$ cat src/rtl/fc_sched_pkg.sv
// Shared types and helpers for the fully-connected layer scheduler.
// The token carries per-pair sideband from issue down to the MAC and write-back stages.
package fc_sched_pkg;

    typedef enum logic [1:0] {IDLE, RUN, DRAIN, DONE} state_t;

    // Never returns less than 1, so that degenerate sizes still give legal port widths.
    function automatic int clog2(input int n);
        int r;
        r = 1;
        while ((1 << r) < n) r = r + 1;
        return r;
    endfunction

    function automatic int pairs_per_group(input int inneuron);
        return inneuron / 2;
    endfunction

    function automatic int pairs_per_bank(input int inneuron, input int pi);
        return inneuron / (2 * pi);
    endfunction

    function automatic int num_groups(input int outneuron, input int po);
        return outneuron / po;
    endfunction

    localparam int DEF_INNEURON    = 800;
    localparam int DEF_OUTNEURON   = 500;
    localparam int DEF_PI          = 4;
    localparam int DEF_PO          = 2;
    localparam int PAIRS_PER_GROUP = pairs_per_group(DEF_INNEURON);
    localparam int PAIRS_PER_BANK  = pairs_per_bank(DEF_INNEURON, DEF_PI);
    localparam int NUM_GROUPS      = num_groups(DEF_OUTNEURON, DEF_PO);

    localparam int TOK_BANK_W = 8;
    localparam int TOK_G_W    = 16;

    typedef struct packed {
        logic                  valid;
        logic                  first;
        logic                  last;
        logic [TOK_BANK_W-1:0] bank;
        logic [TOK_G_W-1:0]    g;
    } tok_t;

endpackage

$ cat src/rtl/fc_sched_pipe.sv
// Stall-aware token delay line covering RAM read latency, followed by the
// write-back delay that times out_wr_en after the last MAC of a group.
module fc_sched_pipe
    import fc_sched_pkg::*;
#(
    parameter int RD_LATENCY  = 2,
    parameter int MAC_LATENCY = 1,
    parameter int BANK_W      = 2,
    parameter int G_W         = 8
) (
    input  logic              clock,
    input  logic              reset,
    input  logic              stall,
    input  tok_t              issue_tok,
    output logic              mac_en,
    output logic              accum_sload,
    output logic [BANK_W-1:0] mux_sel,
    output logic              wb_en,
    output logic [G_W-1:0]    wb_g,
    output logic              empty
);

    tok_t rd_q [RD_LATENCY];
    tok_t rd_d [RD_LATENCY];
    tok_t wb_q [MAC_LATENCY];
    tok_t wb_d [MAC_LATENCY];

    always_comb begin
        rd_d = rd_q;
        wb_d = wb_q;
        if (!stall) begin
            rd_d[0] = issue_tok;
            for (int i = 1; i < RD_LATENCY; i++) rd_d[i] = rd_q[i-1];
            wb_d[0]       = '0;
            wb_d[0].valid = rd_q[RD_LATENCY-1].valid & rd_q[RD_LATENCY-1].last;
            wb_d[0].g     = rd_q[RD_LATENCY-1].g;
            for (int i = 1; i < MAC_LATENCY; i++) wb_d[i] = wb_q[i-1];
        end
    end

    always_ff @(posedge clock or posedge reset) begin
        if (reset) begin
            for (int i = 0; i < RD_LATENCY; i++) rd_q[i] <= '0;
            for (int i = 0; i < MAC_LATENCY; i++) wb_q[i] <= '0;
        end else begin
            rd_q <= rd_d;
            wb_q <= wb_d;
        end
    end

    assign mac_en      = rd_q[RD_LATENCY-1].valid & ~stall;
    assign accum_sload = mac_en & rd_q[RD_LATENCY-1].first;
    assign mux_sel     = rd_q[RD_LATENCY-1].bank[BANK_W-1:0];
    assign wb_en       = wb_q[MAC_LATENCY-1].valid & ~stall;
    assign wb_g        = wb_q[MAC_LATENCY-1].g[G_W-1:0];

    // Empty except for whatever sits in the final write-back slot.
    always_comb begin
        empty = 1'b1;
        for (int i = 0; i < RD_LATENCY; i++)
            if (rd_q[i].valid) empty = 1'b0;
        for (int i = 0; i < MAC_LATENCY - 1; i++)
            if (wb_q[i].valid) empty = 1'b0;
    end

endmodule

$ cat src/rtl/fc_layer_scheduler.sv
// Issues input-neuron / weight RAM reads for one FC layer pass, two inputs per
// cycle for PO outputs in parallel, and steers the MAC datapath through a delay line.
module fc_layer_scheduler
    import fc_sched_pkg::*;
#(
    parameter int INNEURON    = 800,
    parameter int OUTNEURON   = 500,
    parameter int PI          = 4,
    parameter int PO          = 2,
    parameter int RD_LATENCY  = 2,
    parameter int MAC_LATENCY = 1,
    localparam int AW = clog2(INNEURON / (2 * PI)),
    localparam int WW = clog2(OUTNEURON / PO * INNEURON / 2),
    localparam int MW = clog2(PI),
    localparam int GW = clog2(OUTNEURON / PO)
) (
    input  logic          clock,
    input  logic          reset,
    input  logic          start,
    input  logic          stall,
    output logic          busy,
    output logic          done,
    output logic          in_rden,
    output logic [AW-1:0] in_addr_a,
    output logic [AW-1:0] in_addr_b,
    output logic          w_rden,
    output logic [WW-1:0] w_addr,
    output logic [MW-1:0] mux_sel,
    output logic          mac_en,
    output logic          accum_sload,
    output logic          out_wr_en,
    output logic [GW-1:0] out_wr_addr
);

    localparam int PPB = pairs_per_bank(INNEURON, PI);
    localparam int NG  = num_groups(OUTNEURON, PO);

    state_t        state_q, state_d;
    logic [AW-1:0] addr_q, addr_d;
    logic [MW-1:0] bank_q, bank_d;
    logic [GW-1:0] g_q, g_d;
    logic [WW-1:0] w_q, w_d;

    logic issue, last_pair, last_group, pipe_empty;
    tok_t issue_tok;

    assign issue      = (state_q == RUN) && !stall;
    assign last_pair  = (addr_q == AW'(PPB - 1)) && (bank_q == MW'(PI - 1));
    assign last_group = (g_q == GW'(NG - 1));

    always_comb begin
        state_d = state_q;
        addr_d  = addr_q;
        bank_d  = bank_q;
        g_d     = g_q;
        w_d     = w_q;
        case (state_q)
            IDLE: if (start) begin
                state_d = RUN;
                addr_d  = '0;
                bank_d  = '0;
                g_d     = '0;
                w_d     = '0;
            end
            RUN: if (issue) begin
                w_d = w_q + 1'b1;
                if (addr_q == AW'(PPB - 1)) begin
                    addr_d = '0;
                    if (last_pair) begin
                        bank_d = '0;
                        if (last_group) begin
                            g_d     = '0;
                            w_d     = '0;
                            state_d = DRAIN;
                        end else begin
                            g_d = g_q + 1'b1;
                        end
                    end else begin
                        bank_d = bank_q + 1'b1;
                    end
                end else begin
                    addr_d = addr_q + 1'b1;
                end
            end
            // The final group's write-back is the last thing left in flight.
            DRAIN: if (pipe_empty && out_wr_en) state_d = DONE;
            DONE:  state_d = IDLE;
            default: state_d = IDLE;
        endcase
    end

    always_ff @(posedge clock or posedge reset) begin
        if (reset) begin
            state_q <= IDLE;
            addr_q  <= '0;
            bank_q  <= '0;
            g_q     <= '0;
            w_q     <= '0;
        end else begin
            state_q <= state_d;
            addr_q  <= addr_d;
            bank_q  <= bank_d;
            g_q     <= g_d;
            w_q     <= w_d;
        end
    end

    always_comb begin
        issue_tok       = '0;
        issue_tok.valid = issue;
        issue_tok.first = issue && (addr_q == '0) && (bank_q == '0);
        issue_tok.last  = issue && last_pair;
        issue_tok.bank  = TOK_BANK_W'(bank_q);
        issue_tok.g     = TOK_G_W'(g_q);
    end

    fc_sched_pipe #(
        .RD_LATENCY (RD_LATENCY),
        .MAC_LATENCY(MAC_LATENCY),
        .BANK_W     (MW),
        .G_W        (GW)
    ) u_pipe (
        .clock      (clock),
        .reset      (reset),
        .stall      (stall),
        .issue_tok  (issue_tok),
        .mac_en     (mac_en),
        .accum_sload(accum_sload),
        .mux_sel    (mux_sel),
        .wb_en      (out_wr_en),
        .wb_g       (out_wr_addr),
        .empty      (pipe_empty)
    );

    assign busy      = (state_q == RUN) || (state_q == DRAIN);
    assign done      = (state_q == DONE);
    assign in_rden   = issue;
    assign w_rden    = issue;
    assign in_addr_a = addr_q;
    assign in_addr_b = addr_q;
    assign w_addr    = w_q;

endmodule

$ cat config.mk
export PLATFORM = sky130hd
export DESIGN_NAME = fc_layer_scheduler
export DESIGN_NICKNAME = d
export VERILOG_FILES = /design/src/rtl/fc_sched_pkg.sv /design/src/rtl/fc_sched_pipe.sv /design/src/rtl/fc_layer_scheduler.sv
export SDC_FILE = /design/constraint.sdc
export NUM_CORES = 1
export LEC_CHECK = 0
export ABC_AREA = 1
export CORE_ASPECT_RATIO = 1.2
export CORE_MARGIN = 10
export CORE_UTILIZATION = 53
export CTS_CLUSTER_SIZE = 8
export DETAILED_ROUTE_END_ITERATION = 10
export DONT_BUFFER_PORTS = 1
export HOLD_SLACK_MARGIN = 0.08
export PLACE_DENSITY = 0.79
export SYNTH_ARGS = -nofsm -noshare
export SYNTH_HDL_FRONTEND = slang
export SYNTH_SLANG_ARGS = --single-unit
$ cat constraint.sdc
create_clock -name clock -period 2.8 [get_ports clock]
set_input_delay 0.56 -clock clock [delete_from_list [all_inputs] [get_ports clock]]
set_output_delay 0.56 -clock clock [all_outputs]
set_load 0.01 [all_outputs]
==> run_results.csv, run 1 <==
group,metric,value,unit
power,p_sw_frac,0.386,
place,place_area,3570,um2
grt,grt_max_degree,72,
die,io_pins,52,
layout,final_util,0.572,
layout,final_area,3730,um2
power,post-layout-total-power,2.91,mW
synthesis,synth_edf_count,0,
route,wl_per_cell,13.0,um
sta,clock_skew,0.00946,ns
grt,gr-total-overflow,0,
layout,diodes,0,
min_path,holdPathStages,1,
power,p_clk_frac,0.240,
critical_path,cp-end-kind,"output port",
synthesis,ys_types,30,
synthesis,synth_cells,456,
clock_tree,cts_tree,"done",
grt,grt_pass1_wl,11.6,mm
place,dpl.hpwl,4.86,mm
critical_path,critPathTopFamily,"simple AND/OR/NAND/NOR gates",
place,io_buffers,0,
synthesis,synth-seq-area-share,0.491,
power,switchingPower,1.12,mW
route,routed_wirelength,6.90,mm
sta,tightest_slew,0.879,ns
die,die_h,111,um
layout,finalNonFillerCells,531,
sta,period_minus_slack,2.30,ns
sta,finalCritPeriodShare,0.822,
power,p_int,1.79,mW
critical_path,reg2reg_from,"state_q[1]$_DFFE_PP0P_",
critical_path,worst-r2r-cell-count,9,
clock_tree,clock-root-buffer,"clkbuf_8",
power,power_frac_seq,0.468,
critical_path,cp_max_fo,15,
place,gp_congestion,0.884,
critical_path,required,2.24,ns
route,drt_iter0_drc,159,
route,viasPerCell,5.08,
layout,areaGrowthSynthToFinish,3.08,%
route,first_pass_iters,4,
clock_tree,cts_buffer_depth,2,
sta,slew_headroom,0.414,
grt,grt_pass1_vias,2578,
place,place_inst,516,
synthesis,synth.net_count,471,
critical_path,crit-reg2reg-capture,"g_q[1]$_DFFE_PP0P_",
sta,rsz0062_at_grt,"false",
grt,gr-usage-all-layers,0.133,
power,p_leak,1.88,nW
sta,hold_viol,0,
critical_path,reg2reg_slack,0.83,ns
die,dieArea,10500,um2
min_path,worstHoldStart,"stall",
run_status,status,"finished clean",
min_path,worstHoldPathType,"in2reg",
clock_tree,clkTransAtPathRegs,0.07,ns
synthesis,syn_area,3620,um2
grt,grt_antenna_before_repair,0,
synthesis,synth-seq-cells,71,
synthesis,synth.avg_cell_area,7.94,um2
sta,setup_tns,0,ns
layout,drive_gt1_frac,0.0762,
sta,fmax,0.434,GHz
run,cap_violations,0,
sta,setup_viol,0,
clock_tree,clock-sinks,71,
route,vias,2700,
die,start_util,0.554,
sta,final_max_slew_viol_count,0,
route,postRouteAntennaNets,0,
clock_tree,cts_resized,0,
power,p_comb_frac,0.292,
route,drc,0,
die,row_count,32,
power,power_density,780,nW/um2
critical_path,slowest_delay,0.47,ns
clock_tree,hold_buffers,0,
critical_path,cp-start-kind,"flip-flop",
synthesis,async_flop_share,1.00,
critical_path,critical_path_buf_inv_count,3,
critical_path,crit_arrival,1.74,ns
synthesis,synth_ff_type,"dfrtp_1",
synthesis,ys_warn_count,0,
clock_tree,htreeDepth,3,
critical_path,crit_path_top_delay_cell,"nor2_1",
layout,nNetsFinal,457,
critical_path,cp_cell_sequence,"inv_1 > ha_1 > buf_4 > inv_2 > nor2_1",
clock_tree,clkLatencyLatePin,0.35,ns
clock_tree,post_cts_buffers,0,
min_path,hold_end,"u_pipe.rd_q[30]$_DFFE_PP0N_",
die,coreArea,6530,um2
power,vdd_drop_max,0.457,mV
die,fp.dieW,95.4,um
clock_tree,cts_made_buffers,9,
critical_path,worst-setup-path-type,"reg2out",
registers in the layout (all words and copies together) (netlist names):
register / cells
u_pipe.wb_q: 1
state_q: 2
u_pipe.mux_sel: 2
u_pipe.rd_q: 24
u_pipe.wb_g: 8
bank_q: 2
g_q: 8
in_addr_a: 7
w_addr: 17
layout make-up:
type	count	area, um2
Sequential cell	71	1780
Clock inverter	4	22.5
Tap cell	85	106
Inverter	55	206
Timing Repair Buffer	3	22.5
Fill cell	574	2800
Clock buffer	11	141
Multi-Input combinational cell	302	1450
cells in the final DEF, fill, tap and decap left out, types with 2 or more instances in the layout:
cell,instances
a21oi_1,5
buf_4,3
clkbuf_8,10
clkinv_2,3
dfrtp_1,71
ha_1,11
inv_1,48
inv_2,7
nand2_1,145
nand2_2,2
nand3_1,22
nand3_2,2
nand4_1,12
nor2_1,45
nor2_2,2
nor3_1,4
o21ai_0,19
o21ai_1,12
o22ai_1,4
or2_2,2
xor2_1,7
worst register-to-register path, cell delays in order (launching register included):
cell     delay [ns]
dfrtp_1        0.39
inv_1          0.08
ha_1           0.18
buf_4          0.19
nand2_1        0.13
nand3_2        0.20
inv_2          0.25
nand2_2        0.23
nor2_1         0.15
a21oi_1        0.05
power by group through the flow:
stage	clock network, mW	registers (mW)	logic (mW)
after CTS	0.714	1.37	0.862
after detailed placement	0	1.39	0.859
after floorplan	0	1.32	0.798
after global placement	0	1.38	0.834
after global routing	0.765	1.39	0.988
final	0.697	1.36	0.851
per-stage QoR:
| step | hold WS, ns | setup slack (ns) |
|---|---|---|
| floorplan | 0.442 | 0.443 |
| global placement | 0.453 | 0.910 |
| detailed placement | 0.455 | 0.840 |
| CTS | 0.306 | 0.468 |
| global route | 0.308 | 0.360 |
| finish | 0.315 | 0.498 |
Yosys cell counts (2+ instances only):
library cell,count,area (um2)
nand2_2,2,12.5
buf_4,18,135
or2_2,2,12.5
clkbuf_1,8,30.0
nand3_1,22,110
o21ai_1,12,60.1
xor2_1,7,61.3
inv_1,49,184
nor2_1,45,169
a21oi_1,5,25.0
nand3_2,2,20.0
nor2_2,2,12.5
inv_2,6,22.5
o22ai_1,4,25.0
nand2_1,145,544
nor3_1,4,20.0
nand4_1,12,75.1
ha_1,11,138
o21ai_0,19,95.1
dfrtp_1,71,1780
metal layers:
| metal | share of wire | GRT usage | vias to the layer above |
|---|---|---|---|
| met5 | 0 | 0 | - |
| met4 | 0.014 | 0.0491 | 0 |
| met1 | 0.42 | 0.161 | 1248 |
| li1 | - | - | 1382 |
| met2 | 0.48 | 0.201 | 59 |
| met3 | 0.083 | 0.0616 | 11 |
logic make-up after synthesis:
group	after synthesis	share of synthesized area
AOI/OAI and AO/OA	42	0.0612
and+or+nand+nor	241	0.283
adders and majority gates	11	0.0380
buffers and inverters	83	0.107
DFF	71	0.491
xor gates and xnor gates	8	0.0194
how the worst max path moves through the flow:
stage | slack (ns) | from | cells past startpoint | end
floorplan | 0.44 | reset | 1 | bank_q[0]$_DFFE_PP0P_
global placement | 0.91 | state_q[1]$_DFFE_PP0P_ | 5 | in_rden
detailed placement | 0.84 | state_q[1]$_DFFE_PP0P_ | 9 | g_q[1]$_DFFE_PP0P_
CTS | 0.47 | state_q[1]$_DFFE_PP0P_ | 5 | in_rden
global route | 0.36 | state_q[1]$_DFFE_PP0P_ | 5 | in_rden
finish | 0.50 | state_q[1]$_DFFE_PP0P_ | 5 | w_rden
No activity file was read; power rests on OpenSTA's default activity.
==> run 2, diff against run 1 <==
==> constraint.sdc (replaced) <==
create_clock -name clock -period 2.35 [get_ports clock]
set_input_delay 0.47 -clock clock [delete_from_list [all_inputs] [get_ports clock]]
set_output_delay 0.47 -clock clock [all_outputs]
set_load 0.01 [all_outputs]
==> run_results.csv, run 2 (same netlist as run 1, synthesis figures left out) <==
group,metric,value,unit
die,die_h,111,um
grt,grt_pass1_wl,12.5,mm
sta,period_minus_slack,1.93,ns
die,start_util,0.554,
die,fp.dieW,95.4,um
clock_tree,cts_resized,0,
die,row_count,32,
layout,drive_gt1_frac,0.0846,
clock_tree,post_cts_buffers,0,
clock_tree,cts_made_buffers,9,
sta,final_max_slew_viol_count,0,
clock_tree,clock-root-buffer,"clkbuf_8",
critical_path,cp_max_fo,16,
critical_path,cp-end-kind,"flip-flop",
power,vdd_drop_max,0.563,mV
grt,gr-total-overflow,0,
critical_path,slowest_delay,0.54,ns
power,power_density,985,nW/um2
layout,final_cell_mix,"nand2_1 (145), dfrtp_1 (71), inv_1 (48)",
clock_tree,htreeDepth,3,
place,dpl.hpwl,5.21,mm
power,p_sw_frac,0.374,
route,vias,2787,
sta,finalCritPeriodShare,0.822,
run_status,status,"finished clean",
sta,hold_viol,0,
sta,fmax,0.518,GHz
die,dieArea,10500,um2
sta,setup_tns,0,ns
run,cap_violations,0,
grt,grt_max_degree,50,
layout,final_util,0.585,
power,p_leak,1.91,nW
route,drc,0,
route,wl_per_cell,13.9,um
sta,setup_viol,0,
route,viasPerCell,5.22,
critical_path,required,2.57,ns
critical_path,crit_arrival,2.15,ns
clock_tree,clkTransAtPathRegs,0.08,ns
power,post-layout-total-power,3.76,mW
sta,tightest_slew,0.620,ns
layout,nNetsFinal,459,
clock_tree,clkLatencyLatePin,0.35,ns
critical_path,worst-r2r-cell-count,8,
die,coreArea,6530,um2
place,place_inst,518,
route,routed_wirelength,7.44,mm
critical_path,crit-reg2reg-capture,"g_q[1]$_DFFE_PP0P_",
grt,grt_pass1_vias,2724,
critical_path,crit_path_top_delay_cell,"dfrtp_1",
layout,finalNonFillerCells,534,
critical_path,reg2reg_slack,0.42,ns
critical_path,cp-start-kind,"flip-flop",
layout,largest_register,"u_pipe.rd_q",
clock_tree,hold_buffers,0,
place,gp_congestion,0.862,
layout,layout_commonest_cell,"nand2_1",
route,first_pass_iters,4,
sta,clock_skew,0.0103,ns
power,power_frac_seq,0.427,
layout,diodes,0,
clock_tree,cts_buffer_depth,2,
critical_path,cp_common_cell,"nand2_2",
sta,rsz0062_at_grt,"false",
clock_tree,cts_tree,"done",
sta,slew_headroom,0.586,
critical_path,cp_cell_sequence,"ha_1 > nand2_1 > nor3_2 > nand3_1 > nand2_2 > nand2_2 > nor2_1 > a21oi_1",
route,drt_iter0_drc,132,
route,postRouteAntennaNets,0,
critical_path,reg2reg_from,"in_addr_a[0]$_DFFE_PP0P_",
min_path,worstHoldPathType,"in2async",
power,p_comb_frac,0.290,
layout,largest_reg_flops,24,
power,switchingPower,1.41,mW
layout,areaGrowthSynthToFinish,5.43,%
grt,grt_antenna_before_repair,0,
die,io_pins,52,
clock_tree,clock-sinks,71,
place,io_buffers,0,
power,p_int,2.35,mW
power,p_clk_frac,0.283,
critical_path,worst-setup-path-type,"reg2reg",
grt,gr-usage-all-layers,0.145,
-- run 2: worst max-delay path by stage --
stage	startpoint	to	slack [ns]	depth (start not counted)
after global placement	state_q[0]$_DFFE_PP0P_	g_q[1]$_DFFE_PP0P_	0.49	8
final	in_addr_a[0]$_DFFE_PP0P_	g_q[1]$_DFFE_PP0P_	0.42	8
after detailed placement	state_q[0]$_DFFE_PP0P_	g_q[1]$_DFFE_PP0P_	0.44	8
after CTS	in_addr_a[0]$_DFFE_PP0P_	g_q[1]$_DFFE_PP0P_	0.43	8
after global routing	state_q[0]$_DFFE_PP0P_	g_q[3]$_DFFE_PP0P_	0.24	8
after floorplan	reset	bank_q[0]$_DFFE_PP0P_	0.08	1
-- run 2: layout make-up --
cell class,count,area (um2)
tap,85,106
clock buffer,9,124
clock inverter,7,97.6
timing repair buffer,5,50.0
inverter,55,206
fill,570,2710
multi-input combinational,302,1450
sequential,71,1780
-- run 2: critical path, delay by kind of cell (launching register included) --
kind	cells	cell delay [ns]
AO/OA/AOI/OAI	1	0.05
adder cells (fa/ha/maj)	1	0.26
flip-flops	1	0.54
AND/OR/NAND/NOR	6	0.95
-- run 2: power by group through the flow --
stage	Clock, mW	Sequential, mW	Combinational (mW)
2_1_floorplan	0	1.58	0.951
3_3_place_gp	0	1.63	1.05
3_5_place_dp	0	1.64	1.09
4_1_cts	1.09	1.61	1.10
5_1_grt	1.15	1.64	1.24
6_report	1.06	1.61	1.09
-- run 2: metrics by stage --
step	area, um2	hold slack (ns)	setup slack, ns
5_1_grt	3810	0.103	0.242
2_1_floorplan	3620	0.442	0.0834
3_3_place_gp	3590	0.452	0.492
6_report	3810	0.0749	0.419
4_1_cts	3810	0.0827	0.428
3_5_place_dp	3590	0.456	0.437
-- run 2: per-layer routing --
metal	vias to the layer above	track usage	share of wire
li1	1390	-	-
met1	1315	0.162	0.41
met5	-	0	0
met2	71	0.235	0.50
met4	0	0.0658	0.015
met3	11	0.0548	0.081
==> run 3, diff against run 2 <==
--- a/config.mk
+++ b/config.mk
@@ -13,7 +13,7 @@
 export DETAILED_ROUTE_END_ITERATION = 10
 export DONT_BUFFER_PORTS = 1
 export HOLD_SLACK_MARGIN = 0.08
-export PLACE_DENSITY = 0.79
+export PLACE_DENSITY = 0.82
 export SYNTH_ARGS = -nofsm -noshare
 export SYNTH_HDL_FRONTEND = slang
 export SYNTH_SLANG_ARGS = --single-unit
==> constraint.sdc (replaced) <==
create_clock -name clock -period 1.57 [get_ports clock]
set_input_delay 0.314 -clock clock [delete_from_list [all_inputs] [get_ports clock]]
set_output_delay 0.314 -clock clock [all_outputs]
set_load 0.01 [all_outputs]
==> run_results.csv, run 3 (same netlist as run 1, synthesis figures left out) <==
group,metric,value,unit
run_status,status,"finished with violations",
run_status,violations,"setup timing",
die,io_pins,52,
critical_path,cp-start-kind,"flip-flop",
layout,fill_cells,477,
run,cap_violations,0,
sta,final.setup.worst_slack,-0.134,ns
sta,slew_headroom,0.459,
route,first_pass_iters,5,
clock_tree,clock-sinks,71,
die,start_util,0.554,
power,p_leak,2.13,nW
sta,setup_viol,27,
grt,grt_pass1_vias,2927,
place,dpl.hpwl,5.51,mm
die,coreArea,6530,um2
critical_path,required,1.82,ns
route,viasPerCell,5.35,
grt,gr-total-overflow,0,
clock_tree,clkTransAtPathRegs,0.08,ns
layout,layout_commonest_cell,"nand2_1",
layout,layout.area.seq,1780,um2
sta,rsz0062_at_grt,"true",
critical_path,worst-setup-path-type,"reg2reg",
layout,final_cell_mix,"nand2_1 (137), dfrtp_1 (70), inv_1 (46)",
grt,grt_pass1_wl,13.5,mm
layout,largest_register,"u_pipe.rd_q",
layout,nNetsFinal,500,
sta,hold_viol,0,
sta,hold-worst-slack,0.0902,ns
die,dieArea,10500,um2
clock_tree,clkLatencyLatePin,0.35,ns
critical_path,crit_arrival,1.95,ns
place,dpl_worst_slack,-0.0873,ns
power,post-layout-total-power,6.62,mW
die,row_count,32,
layout,drive_gt1_frac,0.210,
clock_tree,cts_tree,"done",
clock_tree,htreeDepth,3,
layout,largest_reg_flops,24,
route,wl_per_cell,14.9,um
sta,period_minus_slack,1.70,ns
route,postRouteAntennaNets,0,
layout,areaGrowthSynthToFinish,20.1,%
die,die_h,111,um
sta,final_max_slew_viol_count,0,
route,drc,0,
critical_path,cp_max_fo,6,
route,vias,3074,
sta,clock_skew,0.00950,ns
sta,fmax,0.587,GHz
layout,multi_input_area,1640,um2
min_path,worstHoldPathType,"in2reg",
grt,gr-usage-all-layers,0.156,
sta,finalCritPeriodShare,1.09,
grt,grt_max_degree,72,
clock_tree,clock-root-buffer,"clkbuf_8",
route,drt_iter0_drc,200,
clock_tree,cts_made_buffers,9,
sta,tightest_slew,0.809,ns
power,power_density,1520,nW/um2
critical_path,cp-end-kind,"flip-flop",
clock_tree,cts_buffer_depth,2,
place,io_buffers,0,
route,routed_wirelength,8.56,mm
power,vdd_drop_max,0.805,mV
die,fp.dieW,95.4,um
place,gp_congestion,0.896,
grt,grt_antenna_before_repair,0,
layout,diodes,0,
sta,setup_tns,-1.64,ns
run 3: cell count changes in the layout (fill, tap and decap cells not counted), sizes merged:
cell	change
nand3	+1
buf	+38
bufinv	-1
clkinvlp	+2
dlygate4sd3	+2
clkinv	-2
inv	+1
run 3: path summary, 6_finish.rpt:
kind                                                  from                    endpoint  slack (ns)  cells after the start
worst max-delay path                state_q[0]$_DFFE_PP0P_       w_addr[2]$_DFFE_PP0P_       -0.13                     11
worst min-delay path                                 stall  u_pipe.wb_g[6]$_DFFE_PP0N_        0.09                      2
worst max register to register      state_q[0]$_DFFE_PP0P_       w_addr[2]$_DFFE_PP0P_       -0.13                     11
worst min register to register  u_pipe.rd_q[1]$_DFFE_PP0N_  u_pipe.wb_g[1]$_DFFE_PP0N_        0.47                      2
max in group asynchronous                            reset    in_addr_a[0]$_DFFE_PP0P_        0.71                      3
min in group asynchronous                            reset    in_addr_a[6]$_DFFE_PP0P_        0.57                      3
run 3: layout make-up:
type / instances / area share
clock buffer: 9 / 0.0285
clock inverter: 7 / 0.0181
inverter: 55 / 0.0518
multi-input combinational: 303 / 0.378
sequential: 71 / 0.409
tap: 85 / 0.0245
timing repair buffer: 45 / 0.0899
run 3: report_power, final:
| part | internal (mW) | switching [mW] | leakage [nW] |
|---|---|---|---|
| registers | 2.12 | 0.231 | 0.968 |
| logic | 1.13 | 1.64 | 1.07 |
| clock network | 0.746 | 0.745 | 0.0925 |
run 3: what timing repair did:
action | 4_1_cts | 5_1_grt
setup endpoints to repair | 33 | 38
endpoints found under the hold margin | 94 | 0
resized for setup | 31 | 18
hold buffers | 2 | 0
buffers inserted | 5 | 3
cloned | 1 | 0
pin swaps | 10 | 11
run 3: worst max-delay path, cell delays in order, from the launching register on:
cell,delay [ns]
dfrtp_1,0.44
inv_1,0.15
ha_4,0.18
inv_2,0.05
nand2_4,0.06
nand3_4,0.16
nor2_4,0.21
buf_4,0.14
buf_6,0.08
inv_1,0.03
nand3b_1,0.07
inv_1,0.04
run 3: layer usage:
layer,track usage,part of all wire,vias up,wire length [um]
li1,-,-,1472,-
met1,0.172,0.38,1485,3260
met2,0.260,0.52,102,4440
met3,0.0629,0.084,15,723
met4,0.0608,0.016,0,139
met5,0,0,-,0
run 3: stage by stage:
stage                     instance area (um2)  std cells  utilization
final                                    4340        575        0.666
after floorplan                          3650        456            -
after global routing                     4340        575        0.666
after detailed placement                 3850        548        0.590
after global placement                   3850        548        0.590
after CTS                                4250        572        0.651
